===== src/rtl/fetch_unit_if.sv =====
// Fetch front-end bus bundle: instruction-memory request channel plus decode-side instruction channel.
// Latency: none (wires only).
// Backpressure: mem_ack ends a memory request; inst_ready accepts the head instruction when inst_valid=1.
interface fetch_unit_if #(
  parameter int ADDR_W = 16,
  parameter int DATA_W = 16
) ();
  logic              mem_req;
  logic [ADDR_W-1:0] mem_addr;
  logic              mem_ack;
  logic [DATA_W-1:0] mem_rdata;
  logic              inst_valid;
  logic [DATA_W-1:0] inst;
  logic [ADDR_W-1:0] inst_pc;
  logic              inst_ready;

  // fetch unit side
  modport master (
    output mem_req, mem_addr, inst_valid, inst, inst_pc,
    input  mem_ack, mem_rdata, inst_ready
  );

  // memory + decode side
  modport slave (
    input  mem_req, mem_addr, inst_valid, inst, inst_pc,
    output mem_ack, mem_rdata, inst_ready
  );
endinterface


===== src/rtl/fetch_unit.sv =====
// Instruction fetch front end: PC register, one-outstanding memory request, prefetch FIFO, redirect/halt.
// Latency: mem_ack in cycle N presents the instruction at the FIFO head in cycle N+1.
// Backpressure: a fetch is only issued when the FIFO has room for it, so a stalled decode stops fetching.
module fetch_unit #(
  parameter int ADDR_W   = 16,
  parameter int DATA_W   = 16,
  parameter int DEPTH    = 4,
  parameter int PC_STEP  = 2,
  parameter int RESET_PC = 0
) (
  input  logic                     clk,
  input  logic                     rst_n,
  input  logic                     hlt,
  input  logic                     redirect,
  input  logic [ADDR_W-1:0]        redirect_pc,
  fetch_unit_if.master             bus,
  output logic [ADDR_W-1:0]        pc,
  output logic                     halted,
  output logic [$clog2(DEPTH):0]   occupancy
);
  localparam int PW = $clog2(DEPTH);
  localparam int CW = PW + 1;

  logic              mem_req_q;
  logic [ADDR_W-1:0] mem_addr_q;
  logic              drop_q;
  logic [ADDR_W-1:0] pc_q;
  logic              halted_q;
  logic [CW-1:0]     count_q;
  logic [PW-1:0]     wr_ptr_q;
  logic [PW-1:0]     rd_ptr_q;
  logic [DATA_W-1:0] fifo_inst [DEPTH];
  logic [ADDR_W-1:0] fifo_pc   [DEPTH];

  logic              ack;
  logic              push;
  logic              pop;
  logic              issue;
  logic              req_nxt;
  logic              drop_nxt;
  logic [CW-1:0]     count_nxt;
  logic [ADDR_W-1:0] pc_nxt;

  // Next-state decisions: ack/push/pop, issue, next pc and drop flag.
  always_comb begin
    ack       = mem_req_q && bus.mem_ack;
    // Redirect kills both the acked data and any pop in the same cycle.
    push      = ack && !drop_q && !redirect;
    pop       = (count_q != '0) && bus.inst_ready && !redirect;
    count_nxt = count_q + CW'(push) - CW'(pop);

    pc_nxt = pc_q;
    if (redirect) begin
      pc_nxt = redirect_pc;
    end else if (push) begin
      pc_nxt = mem_addr_q + ADDR_W'(PC_STEP);
    end

    // The request slot is free if idle or finishing with useful data this cycle.
    // A discarded ack or a redirect holds off the next fetch for one cycle.
    // count_nxt already holds this cycle's push, so the new request's slot is
    // accounted for by requiring count_nxt < DEPTH.
    issue = !hlt && !redirect
          && (!mem_req_q || (ack && !drop_q))
          && (count_nxt < CW'(DEPTH));

    req_nxt = mem_req_q;
    if (issue) begin
      req_nxt = 1'b1;
    end else if (ack) begin
      req_nxt = 1'b0;
    end

    drop_nxt = drop_q;
    if (redirect && mem_req_q && !bus.mem_ack) begin
      drop_nxt = 1'b1;
    end else if (ack) begin
      drop_nxt = 1'b0;
    end
  end

  // Control state: request, pc, drop flag, FIFO pointers/count and halted status.
  always_ff @(posedge clk) begin
    if (!rst_n) begin
      mem_req_q  <= 1'b0;
      mem_addr_q <= ADDR_W'(RESET_PC);
      drop_q     <= 1'b0;
      pc_q       <= ADDR_W'(RESET_PC);
      halted_q   <= 1'b0;
      count_q    <= '0;
      wr_ptr_q   <= '0;
      rd_ptr_q   <= '0;
    end else begin
      mem_req_q <= req_nxt;
      if (issue) begin
        mem_addr_q <= pc_nxt;
      end
      drop_q   <= drop_nxt;
      pc_q     <= pc_nxt;
      halted_q <= hlt && !req_nxt;
      if (redirect) begin
        count_q  <= '0;
        wr_ptr_q <= '0;
        rd_ptr_q <= '0;
      end else begin
        count_q <= count_nxt;
        if (push) begin
          wr_ptr_q <= wr_ptr_q + PW'(1);
        end
        if (pop) begin
          rd_ptr_q <= rd_ptr_q + PW'(1);
        end
      end
    end
  end

  // FIFO storage: write the acked word with its fetch address.
  always_ff @(posedge clk) begin
    if (push) begin
      fifo_inst[wr_ptr_q] <= bus.mem_rdata;
      fifo_pc[wr_ptr_q]   <= mem_addr_q;
    end
  end

  assign bus.mem_req    = mem_req_q;
  assign bus.mem_addr   = mem_addr_q;
  assign bus.inst_valid = (count_q != '0);
  assign bus.inst       = fifo_inst[rd_ptr_q];
  assign bus.inst_pc    = fifo_pc[rd_ptr_q];
  assign pc             = pc_q;
  assign halted         = halted_q;
  assign occupancy      = count_q;
endmodule

===== src/flat_wrapper.sv =====
// flat-port wrapper written by rule: the top's interface ports become plain ports
module fetch_unit_flat 
#(
  parameter int ADDR_W   = 16,
  parameter int DATA_W   = 16,
  parameter int DEPTH    = 4,
  parameter int PC_STEP  = 2,
  parameter int RESET_PC = 0
)
  (clk, rst_n, hlt, redirect, redirect_pc, pc, halted, occupancy, bus_mem_req, bus_mem_addr, bus_inst_valid, bus_inst, bus_inst_pc, bus_mem_ack, bus_mem_rdata, bus_inst_ready);
  fetch_unit_if #(.ADDR_W(ADDR_W), .DATA_W(DATA_W)) bus_i ();
  input  logic clk;
  input  logic rst_n;
  input  logic hlt;
  input  logic redirect;
  input  logic [ADDR_W-1:0] redirect_pc;
  output logic [ADDR_W-1:0] pc;
  output logic halted;
  output logic [$clog2(DEPTH):0] occupancy;
  output wire logic [$bits(bus_i.mem_req)-1:0] bus_mem_req;
  output wire logic [$bits(bus_i.mem_addr)-1:0] bus_mem_addr;
  output wire logic [$bits(bus_i.inst_valid)-1:0] bus_inst_valid;
  output wire logic [$bits(bus_i.inst)-1:0] bus_inst;
  output wire logic [$bits(bus_i.inst_pc)-1:0] bus_inst_pc;
  input wire logic [$bits(bus_i.mem_ack)-1:0] bus_mem_ack;
  input wire logic [$bits(bus_i.mem_rdata)-1:0] bus_mem_rdata;
  input wire logic [$bits(bus_i.inst_ready)-1:0] bus_inst_ready;
  assign bus_mem_req = bus_i.mem_req;
  assign bus_mem_addr = bus_i.mem_addr;
  assign bus_inst_valid = bus_i.inst_valid;
  assign bus_inst = bus_i.inst;
  assign bus_inst_pc = bus_i.inst_pc;
  assign bus_i.mem_ack = bus_mem_ack;
  assign bus_i.mem_rdata = bus_mem_rdata;
  assign bus_i.inst_ready = bus_inst_ready;
  fetch_unit #(.ADDR_W(ADDR_W), .DATA_W(DATA_W), .DEPTH(DEPTH), .PC_STEP(PC_STEP), .RESET_PC(RESET_PC)) u_core (.clk(clk), .rst_n(rst_n), .hlt(hlt), .redirect(redirect), .redirect_pc(redirect_pc), .bus(bus_i), .pc(pc), .halted(halted), .occupancy(occupancy));
endmodule

===== config.mk =====
export PLATFORM = sky130hd
export DESIGN_NAME = fetch_unit_flat
export DESIGN_NICKNAME = d
export VERILOG_FILES = /design/src/rtl/fetch_unit_if.sv /design/src/rtl/fetch_unit.sv /design/src/flat_wrapper.sv
export SDC_FILE = /design/constraint.sdc
export NUM_CORES = 1
export LEC_CHECK = 0
export CAP_MARGIN = 20
export CORE_AREA = 2 2 115 117
export CTS_BUF_LIST = sky130_fd_sc_hd__clkbuf_8
export DETAILED_ROUTE_END_ITERATION = 10
export DIE_AREA = 0 0 117 119
export PLACE_DENSITY = 0.9
export SYNTH_ARGS = -nofsm -noshare
export SYNTH_HDL_FRONTEND = slang
export SYNTH_SLANG_ARGS = --single-unit

===== constraint.sdc =====
create_clock -name clk -period 4.4 [get_ports clk]
set_input_delay 0.44 -clock clk [delete_from_list [all_inputs] [get_ports clk]]
set_output_delay 0.44 -clock clk [all_outputs]
set_load 0.1 [all_outputs]

======== Word-level counts from Yosys, hierarchy flattened ========
Memory sizes are Yosys's and may differ from the RTL's. A register that Yosys moved wholly into a read port is not among the register bits.
Cells that the tools add are included.
word-level totals
  flip-flop bits (word level) ............. 42
  bits in latches ......................... 0
  bits in writable memories ............... 128
  bits in read-only memories .............. 0
  bits of input ports ..................... 38
  output and inout bits ................... 70
  logic and storage cells ................. 50
  memories ................................ 2
operators by class
  add/subtract/negate cells ............... 5
  multipliers ............................. 0
  divide/modulo/power cells ............... 0
  order comparisons ....................... 1
  equal/unequal tests ..................... 0
  shift-type cells ........................ 0
  muxes and demuxes ....................... 12
  bitwise gates (word level) .............. 1
  reduce and logical (&&, ||, !) cells .... 21
memories
  memory            depth  bits a word  read ports  clocked after memory_dff  write ports  RTL line          source
  u_core.fifo_inst  4      16           1           1                         1            fetch_unit.sv:32  logic [DATA_W-1:0] fifo_inst [DEPTH];
  u_core.fifo_pc    4      16           1           1                         1            fetch_unit.sv:33  logic [ADDR_W-1:0] fifo_pc [DEPTH];
operators with widths
  cell                                            count
  two-way mux 16 bit                              2
  adder 16 x 2 -> 16 bit (second input constant)  1
  logical AND 1 bit                               11
  two-way mux 2 bit                               4
  logical NOT 1 bit                               6
  two-way mux 1 bit                               6
  adder 2 x 1 -> 2 bit (second input constant)    2
  adder 3 x 1 -> 3 bit                            1
  < comparator 3 bit (second input constant)      1
  nonzero test 3 bit                              1
  subtractor 3 x 1 -> 3 bit                       1
  nonzero test 2 bit                              1
  OR reduction 2 bit                              1
  logical OR 1 bit                                1
  NOT 1 bit                                       1

======== Longest topological paths before layout ========
Gate-level depths: netlist (run 1).
  depth after elaboration ................. 10
  gate-level depth with buffers ........... 12
  gate-level depth less buffers ........... 10

======== Worst setup path before layout (run 1) ========
OpenSTA, ideal clock, no wires.
  path type ............................... reg-to-reg
  from .................................... reg u_core.count_q[1] (netlist: u_core.occupancy[1])
  to ...................................... reg u_core.mem_addr_q[13] (netlist: u_core.bus.mem_addr[13])
  setup time .............................. 0.076 ns
  arrival ................................. 3.946 ns
  required time ........................... 4.324 ns
  path slack .............................. 0.379 ns
  cell stages (with the launch flop) ...... 12
  path buffers ............................ 1
  clock period less this slack ............ 4.021 ns
  path through ............................ dfxtp_1 > or3_1 > and3b_1 > ha_1 > inv_1 > ha_1 > fa_1 > xnor3_1 > a2111oi_4 > buf_6 > nand4_1 > o22ai_1
on the way
  cells in the longest elaborated chain, start to end .. 6
  elaborated cells on any way between the ends .. 7
  those cells by class .................... add/sub (2); order compare (1); reduce/logical (4)
ends and longest elaborated chain
  item                            RTL line            source
  start, declared                 fetch_unit.sv:29    logic [CW-1:0] count_q;
  start signal, assigned          fetch_unit.sv:106   count_q <= count_nxt;
  nonzero test 3 bit              -
  named net bus_inst_valid        flat_wrapper.sv:22  output wire logic [$bits(bus_i.inst_valid)-1:0] bus_inst_valid;
  logical AND 1 bit (2 in a row)  fetch_unit.sv:49    pop = (count_q != '0) && bus.inst_ready && !redirect;
  named net u_core.pop            fetch_unit.sv:37    logic pop;
  subtractor 3 x 1 -> 3 bit       fetch_unit.sv:50    count_nxt = count_q + CW'(push) - CW'(pop);
  < comparator 3 bit              fetch_unit.sv:65    && (count_nxt < CW'(DEPTH));
  logical AND 1 bit               fetch_unit.sv:65
  end signal, assigned            fetch_unit.sv:86    mem_addr_q <= ADDR_W'(RESET_PC);
  end signal, assigned            fetch_unit.sv:96    mem_addr_q <= pc_nxt;
  end, declared                   fetch_unit.sv:25    logic [ADDR_W-1:0] mem_addr_q;
The timed path passes the listed nets, and every way through them passes these cells.
A chain may end at the register's enable or synchronous reset.

======== Worst setup path in the final report (run 1) ========
  from .................................... reg u_core.count_q[2] (netlist: u_core.occupancy[2])
  to ...................................... reg u_core.mem_addr_q[1] (netlist: u_core.bus.mem_addr[1])
on the way
  cells in the longest elaborated chain, start to end .. 6
  elaborated cells on any way between the ends .. 7
  those cells by class .................... add/sub (2); order compare (1); reduce/logical (4)
ends and longest elaborated chain
  item                            RTL line
  nonzero test 3 bit              fetch_unit.sv:49
  logical AND 1 bit (2 in a row)  fetch_unit.sv:49
  named net u_core.pop            fetch_unit.sv:37
  subtractor 3 x 1 -> 3 bit       fetch_unit.sv:50
  < comparator 3 bit              fetch_unit.sv:65
  logical AND 1 bit               fetch_unit.sv:65
The timed path passes the listed nets, and every way through them passes these cells.

==> impl_results.md, run 1 <==
* Status: finished clean
* Antenna viol nets, final at 0
* Cell area after synthesis at 6780 um^2
* Hold path start: u_core.wr_ptr_q[1]
* Chip height at 119 um
* Worst path required time at 4.77 ns
* Final Util at 65.5%
* Slew Limit Fails at 0
* Number of global-route vias before repair at 4205
* Sink Count at 172
* Final period util at 71.6%
* Seq. cell area at 4730 um^2
* CP Cell Sequence: or3_1, and3b_1, ha_1, inv_1, ha_1, fa_1, xnor3_1, a2111oi_4, buf_4, nand2_2, o22ai_1
* Core area at 12900 um^2
* Ant. Diodes at 0
* RSZ-0062 raised after global routing: no
* Post-synthesis sequential area ratio at 69.7%
* Layout area overhead at 24.3%
* Clock buffer depth at 2
* Placed wire-length estimate at 9190 um
* Final setup fails at 0
* Ys Warns at 0
* Setup CP Type: register to register
* Post-layout min period at 3.15 ns
* Clock-pin slew on the worst setup and hold paths at 0.09 ns
* Clock Skew at 0.00883 ns
* Final Instance Area at 8430 um^2
* Primary FF master, synth: edfxtp_1
* Synth async-reset ratio at 0%
* CTS tree: done
* Worst-Margin Slew at 0.994 ns
* Most frequent cells after synthesis: edfxtp_1, dfxtp_1, mux4_2
* Max_cap viols at 0
* F_max at 317 MHz
* Total global-route track usage at 20.6%
* Worst Hold Margin at 0.509 ns
* TritonRoute pass-1 iters at 5
* Pin count of the biggest net entering global routing at 40
* # resized after CTS at 0
* Worst path slowest cell: or3_1
* Post-synth top area share at 56.7%
* Syn nets at 462
* Multi-input gate area at 1910 um^2
* Initial Utilization at 52.7%
* Root Buffer Master: clkbuf_8
* Top cell type by total area after synthesis: edfxtp_1
* Worst EP arrival at 3.52 ns
* Max transition margin at 33.5%
* Final hold viol count at 0
* H-tree lvl count at 4
* Initial antenna violation count at 0
* Site Rows at 42
* Peak VDD IR at 0.000209 V
* Post-placement cell area at 7970 um^2
* Cts bufs inserted at 17
* Count leader, synth: edfxtp_1
* Final wirelength at 13700 um
* Post-synth EDFFs at 128
* R2r startpoint: u_core.occupancy[2]
* Yosys reg bits at 172
* Vias per inst at 5.67
* First-pass GRT wire length at 21500 um
* IO Count at 108
* I/O Buffers at 107
* Clk Latency, worst-skew pair at 0.45 ns
* Avg Cell Area, Syn at 16.3 um^2
* Nets at 575
* Fillers at 893
* Layout cells sized above 1 at 20.5%
* Cells after Synth at 416
* CP dominant cell by count: ha_1
* # hold bufs at CTS at 0
* WP buf/inv at 2
* Synth unique cells at 47
* # DRC at 0
* Initial DRC count at 330
* Max FO, Critical Path at 27
* Hold Path Class: register to register
* Setup crit start kind: register
* Tot Pwr at 3.30 mW
* Top cells by area, synth: edfxtp_1, dfxtp_1, mux4_2
* Die Width at 117 um
* Via count at 4074
* Die Area at 13900 um^2
* Setup bufs post-CTS at 0
* CP endpoint kind: register
* RD Place Congestion at 0.758
* CP startpoint: u_core.occupancy[2]
* Cell family with the largest share of critical-path delay: adder cells
* WL per Instance at 19.1 um
* Lkg Pwr at 2.79 nW
* Setup TNS at 0 ns
* CP peak stage delay at 0.38 ns
* Congestion Overflow GR at 0
* Pwr dens at 391 nW/um^2
-- kinds of logic (layout without fill, tap and decap cells) --
logic type      Yosys count  after routing  synth area share, %
flops                   172            172                 69.7
compound gates           63             63                 6.51
simple gates             92             92                 7.23
xor+xnor                  6              6                0.978
buf+inv                  35            161                 2.18
fa+ha+maj                 8              8                 1.59
mux                      40             40                 11.8
-- metrics by stage --
stage	std cells	worst slack, ns
after global routing	718	1.09
after floorplan	416	0.379
after detailed placement	685	0.847
final	718	1.25
after global placement	685	0.963
after CTS	717	1.18
-- state kept, by name (all words and copies together) (netlist names), named ones only --
signal	cells
u_core.rd_ptr_q	2
u_core.fifo_pc	64
u_core.bus.mem_addr	16
u_core.bus.mem_req	1
u_core.wr_ptr_q	2
u_core.halted	1
u_core.occupancy	3
u_core.pc	16
u_core.fifo_inst	64
u_core.drop_q	1
-- cells in the final DEF (no fill, tap or decap), types with 2 or more instances in the layout --
master	instances
o21ai_0	14
or3_1	5
nor2_1	13
nand4_1	5
a21boi_0	11
mux2i_1	6
nand3_1	6
and3b_1	3
inv_6	2
clkinv_2	3
and2_1	7
nand2b_1	4
nor2b_1	8
clkdlybuf4s50_1	75
edfxtp_1	128
xor2_1	2
buf_4	40
clkinvlp_4	3
xnor2_1	3
a311o_1	3
bufinv_16	4
inv_1	12
a21oi_1	5
o31a_1	3
a211o_1	3
ha_1	7
nand2_1	25
clkbuf_8	17
clkinv_4	2
nor3_1	2
a22oi_1	5
mux4_2	32
nor4_1	5
and3_1	2
o22ai_1	8
o31ai_1	2
a31oi_1	6
or4_1	2
dfxtp_1	43
mux2_2	2
-- tightest hold or removal path: stages (launching register included) --
cell     delay (ns)
dfxtp_1        0.35
nand2_1        0.07
a21oi_1        0.06
-- final timing paths --
check | end | slack, ns | cells after the start
setup reg to reg | u_core.bus.mem_addr[1] | 1.25 | 11
setup / recovery | u_core.bus.mem_addr[1] | 1.25 | 11
hold / removal | u_core.wr_ptr_q[1] | 0.51 | 2
hold reg to reg | u_core.wr_ptr_q[1] | 0.51 | 2
-- power by group --
group	leakage, nW	total, mW	internal, mW	switching, mW
logic	1.05	0.334	0.100	0.234
clock network	0.210	1.17	0.617	0.554
registers	1.53	1.79	1.76	0.0328
-- layout make-up --
class	count	share of cell area (%)
clock inverter	15	2.33
timing repair buffer	117	13.0
inverter	12	0.534
multi-input combinational	209	22.7
tap	176	2.61
sequential	172	56.1
clock buffer	17	2.78
-- routing by layer --
metal | track usage (%) | up-vias | share of wire, %
met5 | 0 | - | 0
met1 | 25.8 | 2024 | 41
li1 | - | 1850 | -
met2 | 34.3 | 180 | 51
met4 | 6.47 | 0 | 0.87
met3 | 6.41 | 20 | 7.5
Power figures use the tool's default switching activity.
==> run 2: changes to the inputs <==
clock period = 3.3 ns   (was 4.4 ns; I/O delays follow)
==> impl_results.md, run 2 (synthesis results as in run 1) <==
* Initial Utilization at 52.7%
* IO Count at 108
* CP peak stage delay at 0.39 ns
* Placed wire-length estimate at 8850 um
* Setup CP Type: register to register
* Layout area overhead at 24.2%
* Layout cells sized above 1 at 23.3%
* Final Util at 65.4%
* Root Buffer Master: clkbuf_8
* Global routing's busiest layer: met2
* Total global-route track usage at 20.5%
* Met3 usage at 6.36%
* I/O Buffers at 107
* Via count at 3994
* Core area at 12900 um^2
* Max FO, Critical Path at 27
* Die Width at 117 um
* Initial DRC count at 359
* First-pass GRT wire length at 21300 um
* Ant. Diodes at 0
* Commonest non-fill, non-tap cell in the layout: edfxtp_1
* # hold bufs at CTS at 0
* Most frequent cells in the layout: edfxtp_1, clkdlybuf4s50_1, buf_4
* Hold path start: redirect_pc[9]
* Status: finished clean
* CP endpoint kind: register
* Cts bufs inserted at 17
* Worst path slowest cell: or3_4
* Final setup fails at 0
* CTS tree: done
* WL per Instance at 18.5 um
* # DRC at 0
* H-tree lvl count at 4
* Slew Limit Fails at 0
* Setup TNS at 0 ns
* CP Cell Sequence: or3_4, and3b_1, ha_1, inv_1, ha_1, fa_1, xnor3_1, a2111oi_4, buf_12, nand2_2, o22ai_1
* Clock buffer depth at 2
* Worst EP arrival at 3.44 ns
* Clock-pin slew on the worst setup and hold paths at 0.09 ns
* Clk Latency, worst-skew pair at 0.45 ns
* Hold Path Cell Cnt at 3
* Vias per inst at 5.54
* TritonRoute pass-1 iters at 7
* Top flop regs: u_core.fifo_inst (64), u_core.fifo_pc (64)
* Lkg Pwr at 2.80 nW
* Hold Path Sink: u_core.pc[9]
* Die Area at 13900 um^2
* Number of global-route vias before repair at 4085
* Peak VDD IR at 0.000327 V
* Worst Hold Margin at 0.451 ns
* Final period util at 92.6%
* CP dominant cell by count: ha_1
* Worst-Margin Slew at 0.989 ns
* RSZ-0062 raised after global routing: no
* Setup crit start kind: register
* M2 GR Usage at 33.0%
* Hold Path Class: primary input to register
* R2R cell count at 11
* Setup bufs post-CTS at 0
* Pin count of the biggest net entering global routing at 37
* Congestion Overflow GR at 0
* Tot Pwr at 4.31 mW
* Nets at 578
* Max_cap viols at 0
* Antenna viol nets, final at 0
* F_max at 327 MHz
* RD Place Congestion at 0.819
* Clock Skew at 0.0116 ns
* Final hold viol count at 0
* Initial antenna violation count at 0
* Flop2flop setup slack at 0.24 ns
* Final wirelength at 13300 um
* R2r startpoint: u_core.occupancy[2]
* M1 GR Usage at 27.0%
* Sink Count at 172
* Site Rows at 42
* Post-layout min period at 3.06 ns
* Reg-to-Reg End: u_core.bus.mem_addr[11]
* Worst path required time at 3.68 ns
* Max transition margin at 33.8%
* Pwr dens at 512 nW/um^2
* Chip height at 119 um
* # resized after CTS at 0
## run 2: through the flow
| stage | instances | setup slack [ns] | instance area [um^2] |
|---|---|---|---|
| finish | 721 | 0.244 | 8420 |
| global route | 721 | 0.110 | 8420 |
| CTS | 721 | 0.240 | 8420 |
| detailed placement | 689 | 0.154 | 8010 |
| global placement | 689 | 0.270 | 8010 |
| floorplan | 416 | 0.0173 | 6800 |
## run 2: worst max-delay path by stage
stage,start,end,slack [ns],cells past startpoint
finish,u_core.occupancy[2],u_core.bus.mem_addr[11],0.24,11
global route,u_core.occupancy[2],u_core.bus.mem_addr[2],0.11,11
CTS,u_core.occupancy[2],u_core.bus.mem_addr[11],0.24,11
detailed placement,redirect,u_core.bus.mem_addr[11],0.15,10
global placement,redirect,u_core.bus.mem_addr[0],0.27,11
floorplan,u_core.occupancy[1],u_core.bus.mem_addr[13],0.02,11
## run 2: critical path: cells and delay by family (launching register included)
family,cells,cell delay [ns]
fa+ha+maj,3,0.83
flops,1,0.36
buf+inv,2,0.25
compound gates,2,0.55
simple gates,3,0.72
xor+xnor,1,0.25
## run 2: cell type report
class / count / area, um^2
timing repair buffer: 120 / 1100
clock inverter: 15 / 174
inverter: 12 / 45.0
multi-input combinational: 209 / 1920
sequential: 172 / 4730
fill: 901 / 4450
tap: 176 / 220
clock buffer: 17 / 234
## run 2: power breakdown
group,internal (mW),switching [mW]
registers,2.35,0.0423
clock network,0.744,0.727
logic,0.133,0.314
## run 2: metal layers
layer	up-vias	wire, um
met5	-	0
li1	1852	-
met2	170	6600
met4	0	149
met3	16	960
met1	1956	5610
==> run 3: changes to the inputs <==
CELL_PAD_IN_SITES_DETAIL_PLACEMENT = 1   (was default)
CELL_PAD_IN_SITES_GLOBAL_PLACEMENT = 1   (was default)
CORE_AREA = 2 2 125 127   (was 2 2 115 117)
DIE_AREA = 0 0 127 129   (was 0 0 117 119)
SETUP_SLACK_MARGIN = 0.3   (was default)
==> impl_results.md, run 3 (synthesis results as in run 1) <==
* Hold Path Class: primary input to register
* CP endpoint kind: register
* RSZ-0062 raised after global routing: yes
* Worst-Margin Slew at 1.01 ns
* Slew Limit Fails at 0
* Layout area overhead at 25.2%
* Clock-pin slew on the worst setup and hold paths at 0.09 ns
* Initial antenna violation count at 0
* Most frequent cells in the layout: edfxtp_1, clkdlybuf4s50_1, buf_4
* Final setup fails at 0
* Worst Hold Margin at 0.449 ns
* CP peak stage delay at 0.39 ns
* WL per Instance at 21.7 um
* Initial Utilization at 45.3%
* RD Place Congestion at 0.787
* Top flop regs: u_core.fifo_inst (64), u_core.fifo_pc (64)
* Antenna viol nets, final at 0
* H-tree lvl count at 4
* IO Count at 108
* Pin count of the biggest net entering global routing at 36
* Layout cells sized above 1 at 24.2%
* Ant. Diodes at 0
* Initial DRC count at 316
* Post-layout min period at 2.98 ns
* # DRC at 0
* Final period util at 90.4%
* Peak VDD IR at 0.000267 V
* Cts bufs inserted at 17
* Worst path required time at 3.69 ns
* Via count at 4146
* Clock Skew at 0.0149 ns
* Clk Latency, worst-skew pair at 0.47 ns
* Max FO, Critical Path at 14
* Final Instance Area at 8490 um^2
* CTS tree: done
* Nets at 578
* Site Rows at 45
* Core area at 15000 um^2
* I/O Buffers at 107
* Final hold viol count at 0
* Vias per inst at 5.66
* F_max at 335 MHz
* Setup TNS at 0 ns
* Root Buffer Master: clkbuf_8
* Setup crit start kind: register
* Post-placement cell area at 8030 um^2
* Total global-route track usage at 20.5%
* Number of global-route vias before repair at 4439
* Die Area at 16400 um^2
* Status: finished clean
* Commonest non-fill, non-tap cell in the layout: edfxtp_1
* Die Width at 127 um
* Sink Count at 172
* Clock buffer depth at 2
* CP Cell Sequence: or3_4, and3b_1, ha_1, inv_1, ha_2, fa_2, xnor3_1, a2111oi_4, buf_12, nand2_2, o22ai_1
* Final wirelength at 15900 um
* Setup CP Type: register to register
* Placed wire-length estimate at 10600 um
* Max_cap viols at 0
* Worst EP arrival at 3.37 ns
* TritonRoute pass-1 iters at 4
* Max transition margin at 32.6%
* Lkg Pwr at 2.85 nW
* Worst path slowest cell: a2111oi_4
* First-pass GRT wire length at 25000 um
* # hold bufs at CTS at 0
* Congestion Overflow GR at 0
* Pwr dens at 519 nW/um^2
* Chip height at 129 um
## run 3: cell types whose count changed in the layout (fill, tap and decap cells not counted), sizes merged
| cell | delta |
|---|---|
| clkinvlp | -5 |
| inv | +5 |
| clkdlybuf4s50 | -2 |
| buf | +1 |
| clkbuf | +5 |
| clkinv | -4 |
## run 3: critical path: cells and delay by family (launching register included)
kind | cells | cell delay, ns
AO/OA/AOI/OAI | 2 | 0.58
flip-flops | 1 | 0.35
AND/OR/NAND/NOR | 3 | 0.71
adder cells (fa/ha/maj) | 3 | 0.78
XOR/XNOR | 1 | 0.24
buffers and inverters | 2 | 0.23
## run 3: cell type report
cell class,instances,area (um^2)
Clock buffer,21,289
Clock inverter,11,139
Fill cell,1448,6490
Inverter,12,45.0
Multi-Input combinational cell,209,1920
Sequential cell,172,4740
Tap cell,188,235
Timing Repair Buffer,120,1120
## run 3: routing by layer
metal	track usage, %	vias to the layer above	part of all wire, %
li1	-	1857	-
met2	35.0	144	51
met4	6.98	0	1.5
met5	0	-	0
met3	5.32	22	5.5
met1	25.7	2123	42
## run 3: worst paths after layout
path	start	to	slack, ns	depth (start not counted)
max	u_core.occupancy[2]	u_core.bus.mem_addr[1]	0.32	11
min	redirect_pc[7]	u_core.pc[7]	0.45	3
max reg2reg	u_core.occupancy[2]	u_core.bus.mem_addr[1]	0.32	11
min reg2reg	u_core.wr_ptr_q[1]	u_core.wr_ptr_q[1]	0.51	2
## run 3: power by group
part           leakage, nW  switching [mW]  internal [mW]  total [mW]
sequential            1.53          0.0471           2.35        2.39
clock                0.230           0.730          0.828        1.56
combinational         1.08           0.322          0.137       0.459
## run 3: what timing repair did
item                       CTS  global route
resized for setup            0             0
setup endpoints to repair    0            14
setup buffers                0             1
## run 3: per-stage QoR
step	cells	util [%]	total power [mW]	worst slack, ns
2_1_floorplan	416	-	2.74	0.0807
3_3_place_gp	699	53.6	2.88	0.278
3_5_place_dp	699	53.6	2.90	0.155
4_1_cts	731	56.5	4.44	0.317
5_1_grt	733	56.7	4.56	0.210
6_report	733	56.7	4.41	0.316
==> patch (settings of run 1) <==
`ADDR_W` is set to 16 in 3 places; all go to 18.
--- a/src/rtl/fetch_unit_if.sv
+++ b/src/rtl/fetch_unit_if.sv
@@ -2,7 +2,7 @@
 // Latency: none (wires only).
 // Backpressure: mem_ack ends a memory request; inst_ready accepts the head instruction when inst_valid=1.
 interface fetch_unit_if #(
-  parameter int ADDR_W = 16,
+  parameter int ADDR_W = 18,
   parameter int DATA_W = 16
 ) ();
   logic              mem_req;
--- a/src/rtl/fetch_unit.sv
+++ b/src/rtl/fetch_unit.sv
@@ -2,7 +2,7 @@
 // Latency: mem_ack in cycle N presents the instruction at the FIFO head in cycle N+1.
 // Backpressure: a fetch is only issued when the FIFO has room for it, so a stalled decode stops fetching.
 module fetch_unit #(
-  parameter int ADDR_W   = 16,
+  parameter int ADDR_W   = 18,
   parameter int DATA_W   = 16,
   parameter int DEPTH    = 4,
   parameter int PC_STEP  = 2,
--- a/src/flat_wrapper.sv
+++ b/src/flat_wrapper.sv
@@ -1,7 +1,7 @@
 // flat-port wrapper written by rule: the top's interface ports become plain ports
 module fetch_unit_flat 
 #(
-  parameter int ADDR_W   = 16,
+  parameter int ADDR_W   = 18,
   parameter int DATA_W   = 16,
   parameter int DEPTH    = 4,
   parameter int PC_STEP  = 2,
Ports: changed (resized bus_inst_pc, bus_mem_addr, pc and redirect_pc); port bits go from 108 to 116. The function was not compared with the original's and may differ.
==> patch against run 1 <==
Setup slack got worse by 0.39 ns. Cell area is 4.5% higher. First-iteration DRC count up 17%. Synthesized area increased by 5.9%. Via count is 6.7% higher. Critical path depth down 8. Sequential cell count rose by 12. Combinational power grew 10%. Die area did not move. Wire length rose by 6.4%. Power grew 0.29%. Synthesized cell count up 9.6%. Worst hold slack better by 0.0020 ns. Sequential power is 7% higher. Critical endpoint is now bus_inst[7]. Largest power group unchanged.
==> patch: results (changes against run 1) <==
<table>
<tr><th>Metric</th><th>Value</th></tr>
<tr><th colspan="2">Critical path</th></tr>
<tr><td>Slowest CP cell</td><td>clkdlybuf4s50_1</td></tr>
<tr><td>Setup slack on the worst flop-to-flop path</td><td>0.90 ns (-0.35 ns)</td></tr>
<tr><td>Worst Path Arrival</td><td>3.10 ns (-0.42 ns)</td></tr>
<tr><td>Classification of the worst setup path</td><td>reg -&gt; out</td></tr>
<tr><td>Max Fanout on Critical Path</td><td>16 (-41%)</td></tr>
<tr><td>Launch instance of the worst register-to-register path</td><td>u_core.occupancy[1]</td></tr>
<tr><td>Peak per-stage delay on the critical path</td><td>0.98 ns (+0.60 ns)</td></tr>
<tr><td>Capturing instance or port of the critical path</td><td>bus_inst[7]</td></tr>
<tr><th colspan="2">Final layout</th></tr>
<tr><td>Registers with the most flip-flops</td><td>u_core.fifo_pc x72, u_core.fifo_inst x64</td></tr>
<tr><td>Share of cells above drive strength 1</td><td>13.6% (-6.9 points)</td></tr>
<tr><td>NumNets Final</td><td>617 (+7.3%)</td></tr>
<tr><th colspan="2">Run status</th></tr>
<tr><td>Status</td><td>complete, no violations</td></tr>
<tr><th colspan="2">Timing</th></tr>
<tr><td>Fin Clk Skew</td><td>0.0134 ns (+0.00456 ns)</td></tr>
<tr><td>Measured slew at the worst slew-check pin</td><td>1.03 ns (+0.0363 ns)</td></tr>
<tr><th colspan="2">GRT</th></tr>
<tr><td>Maximum number of pins on one net before global-route repair</td><td>41 (+2.5%)</td></tr>
<tr><td>All-layer global routing usage</td><td>21.7% (+1.1 points)</td></tr>
<tr><td>First-pass GRT wire length</td><td>22400 µm (+4.5%)</td></tr>
<tr><th colspan="2">Synth</th></tr>
<tr><td>Number of enable-type register cells in the synthesized netlist</td><td>136 (+6.3%)</td></tr>
<tr><td>Top cells by area in the synthesized netlist</td><td>edfxtp_1 57%, dfxtp_1 13%, mux4_2 11%</td></tr>
<tr><td>Share of synthesized flip-flops with an asynchronous set or reset</td><td>0% (unchanged)</td></tr>
<tr><td>Distinct cell type count after synthesis</td><td>43 (-8.5%)</td></tr>
<tr><td>Sequential fraction of the synthesis area</td><td>70.3% (+0.59 points)</td></tr>
<tr><td>Synthesized net count</td><td>504 (+9.1%)</td></tr>
<tr><td>Post-synth top cells</td><td>136 x edfxtp_1, 48 x dfxtp_1, 36 x nor2_1</td></tr>
<tr><th colspan="2">Drt</th></tr>
<tr><td>Via total after detailed routing</td><td>4345 (+6.7%)</td></tr>
<tr><td>Average wire per standard cell</td><td>19.3 µm (+0.82%)</td></tr>
<tr><td>Count of routing violations after the opening detailed-route iteration</td><td>386 (+17%)</td></tr>
<tr><th colspan="2">Pwr</th></tr>
<tr><td>Static Leakage</td><td>0.00287 µW (+2.9%)</td></tr>
<tr><td>Worst IR Drop VDD</td><td>0.180 mV (-14%)</td></tr>
<tr><th colspan="2">Placed design</th></tr>
<tr><td>Routability cong.</td><td>0.825 (+8.9%)</td></tr>
</table>
patch: cell families (layout without fill, tap and decap cells):
family | Yosys count | count (layout) | synth area share [%]
AOI/OAI and AO/OA | 64 | 64 | 5.31
muxes | 40 | 40 | 11.5
buffers and inverters | 38 | 164 | 2.56
DFF | 184 | 184 | 70.3
and+or+nand+nor | 106 | 106 | 6.90
adders and majority gates | 8 | 8 | 1.50
xor gates and xnor gates | 16 | 16 | 1.95
patch: how the worst min path moves through the flow:
stage                     depth (start not counted)            endpoint          startpoint  slack [ns]
after floorplan                                   2  u_core.wr_ptr_q[1]  u_core.wr_ptr_q[1]        0.47
after CTS                                         2  u_core.wr_ptr_q[1]  u_core.wr_ptr_q[1]        0.51
after global routing                              3       u_core.halted                 hlt        0.53
final                                             2  u_core.wr_ptr_q[1]  u_core.wr_ptr_q[1]        0.51
after detailed placement                          2  u_core.wr_ptr_q[1]  u_core.wr_ptr_q[1]        0.50
after global placement                            2  u_core.wr_ptr_q[1]  u_core.wr_ptr_q[1]        0.48
patch: metal layers:
metal  vias to the layer above  track usage, %  wire (µm)
met3                        33            5.09        936
met5                         -               0          0
met2                       180            34.8       7390
met1                      2172            28.8       5970
li1                       1960               -          -
met4                         0            8.38        312
patch: critical path, delay by kind of cell, from the launching register on:
kind     cells  cell delay, ns
buf+inv      2            1.35
flops        1            0.72
mux          1            0.55
patch: per-stage QoR:
stage,instances,area [µm²],total power [µW],setup WS [ns]
final,758,8810,3310,0.859
after global routing,758,8810,3400,0.645
after CTS,758,8810,3320,0.770
after detailed placement,726,8460,2330,0.637
after global placement,726,8460,2320,0.814
after floorplan,456,7180,2210,0.435
patch: where the power goes:
part / switching, µW / total (µW) / internal (µW)
registers: 37.7 / 1920 / 1890
logic: 265 / 369 / 104
clock network: 618 / 1020 / 398
total: 921 / 3310 / 2390
patch: final cells by class:
class	count	area share [%]
sequential	184	57.3
multi-input combinational	234	22.2
timing repair buffer	120	13.5
clock buffer	17	2.66
tap	176	2.50
clock inverter	15	1.35
inverter	12	0.511
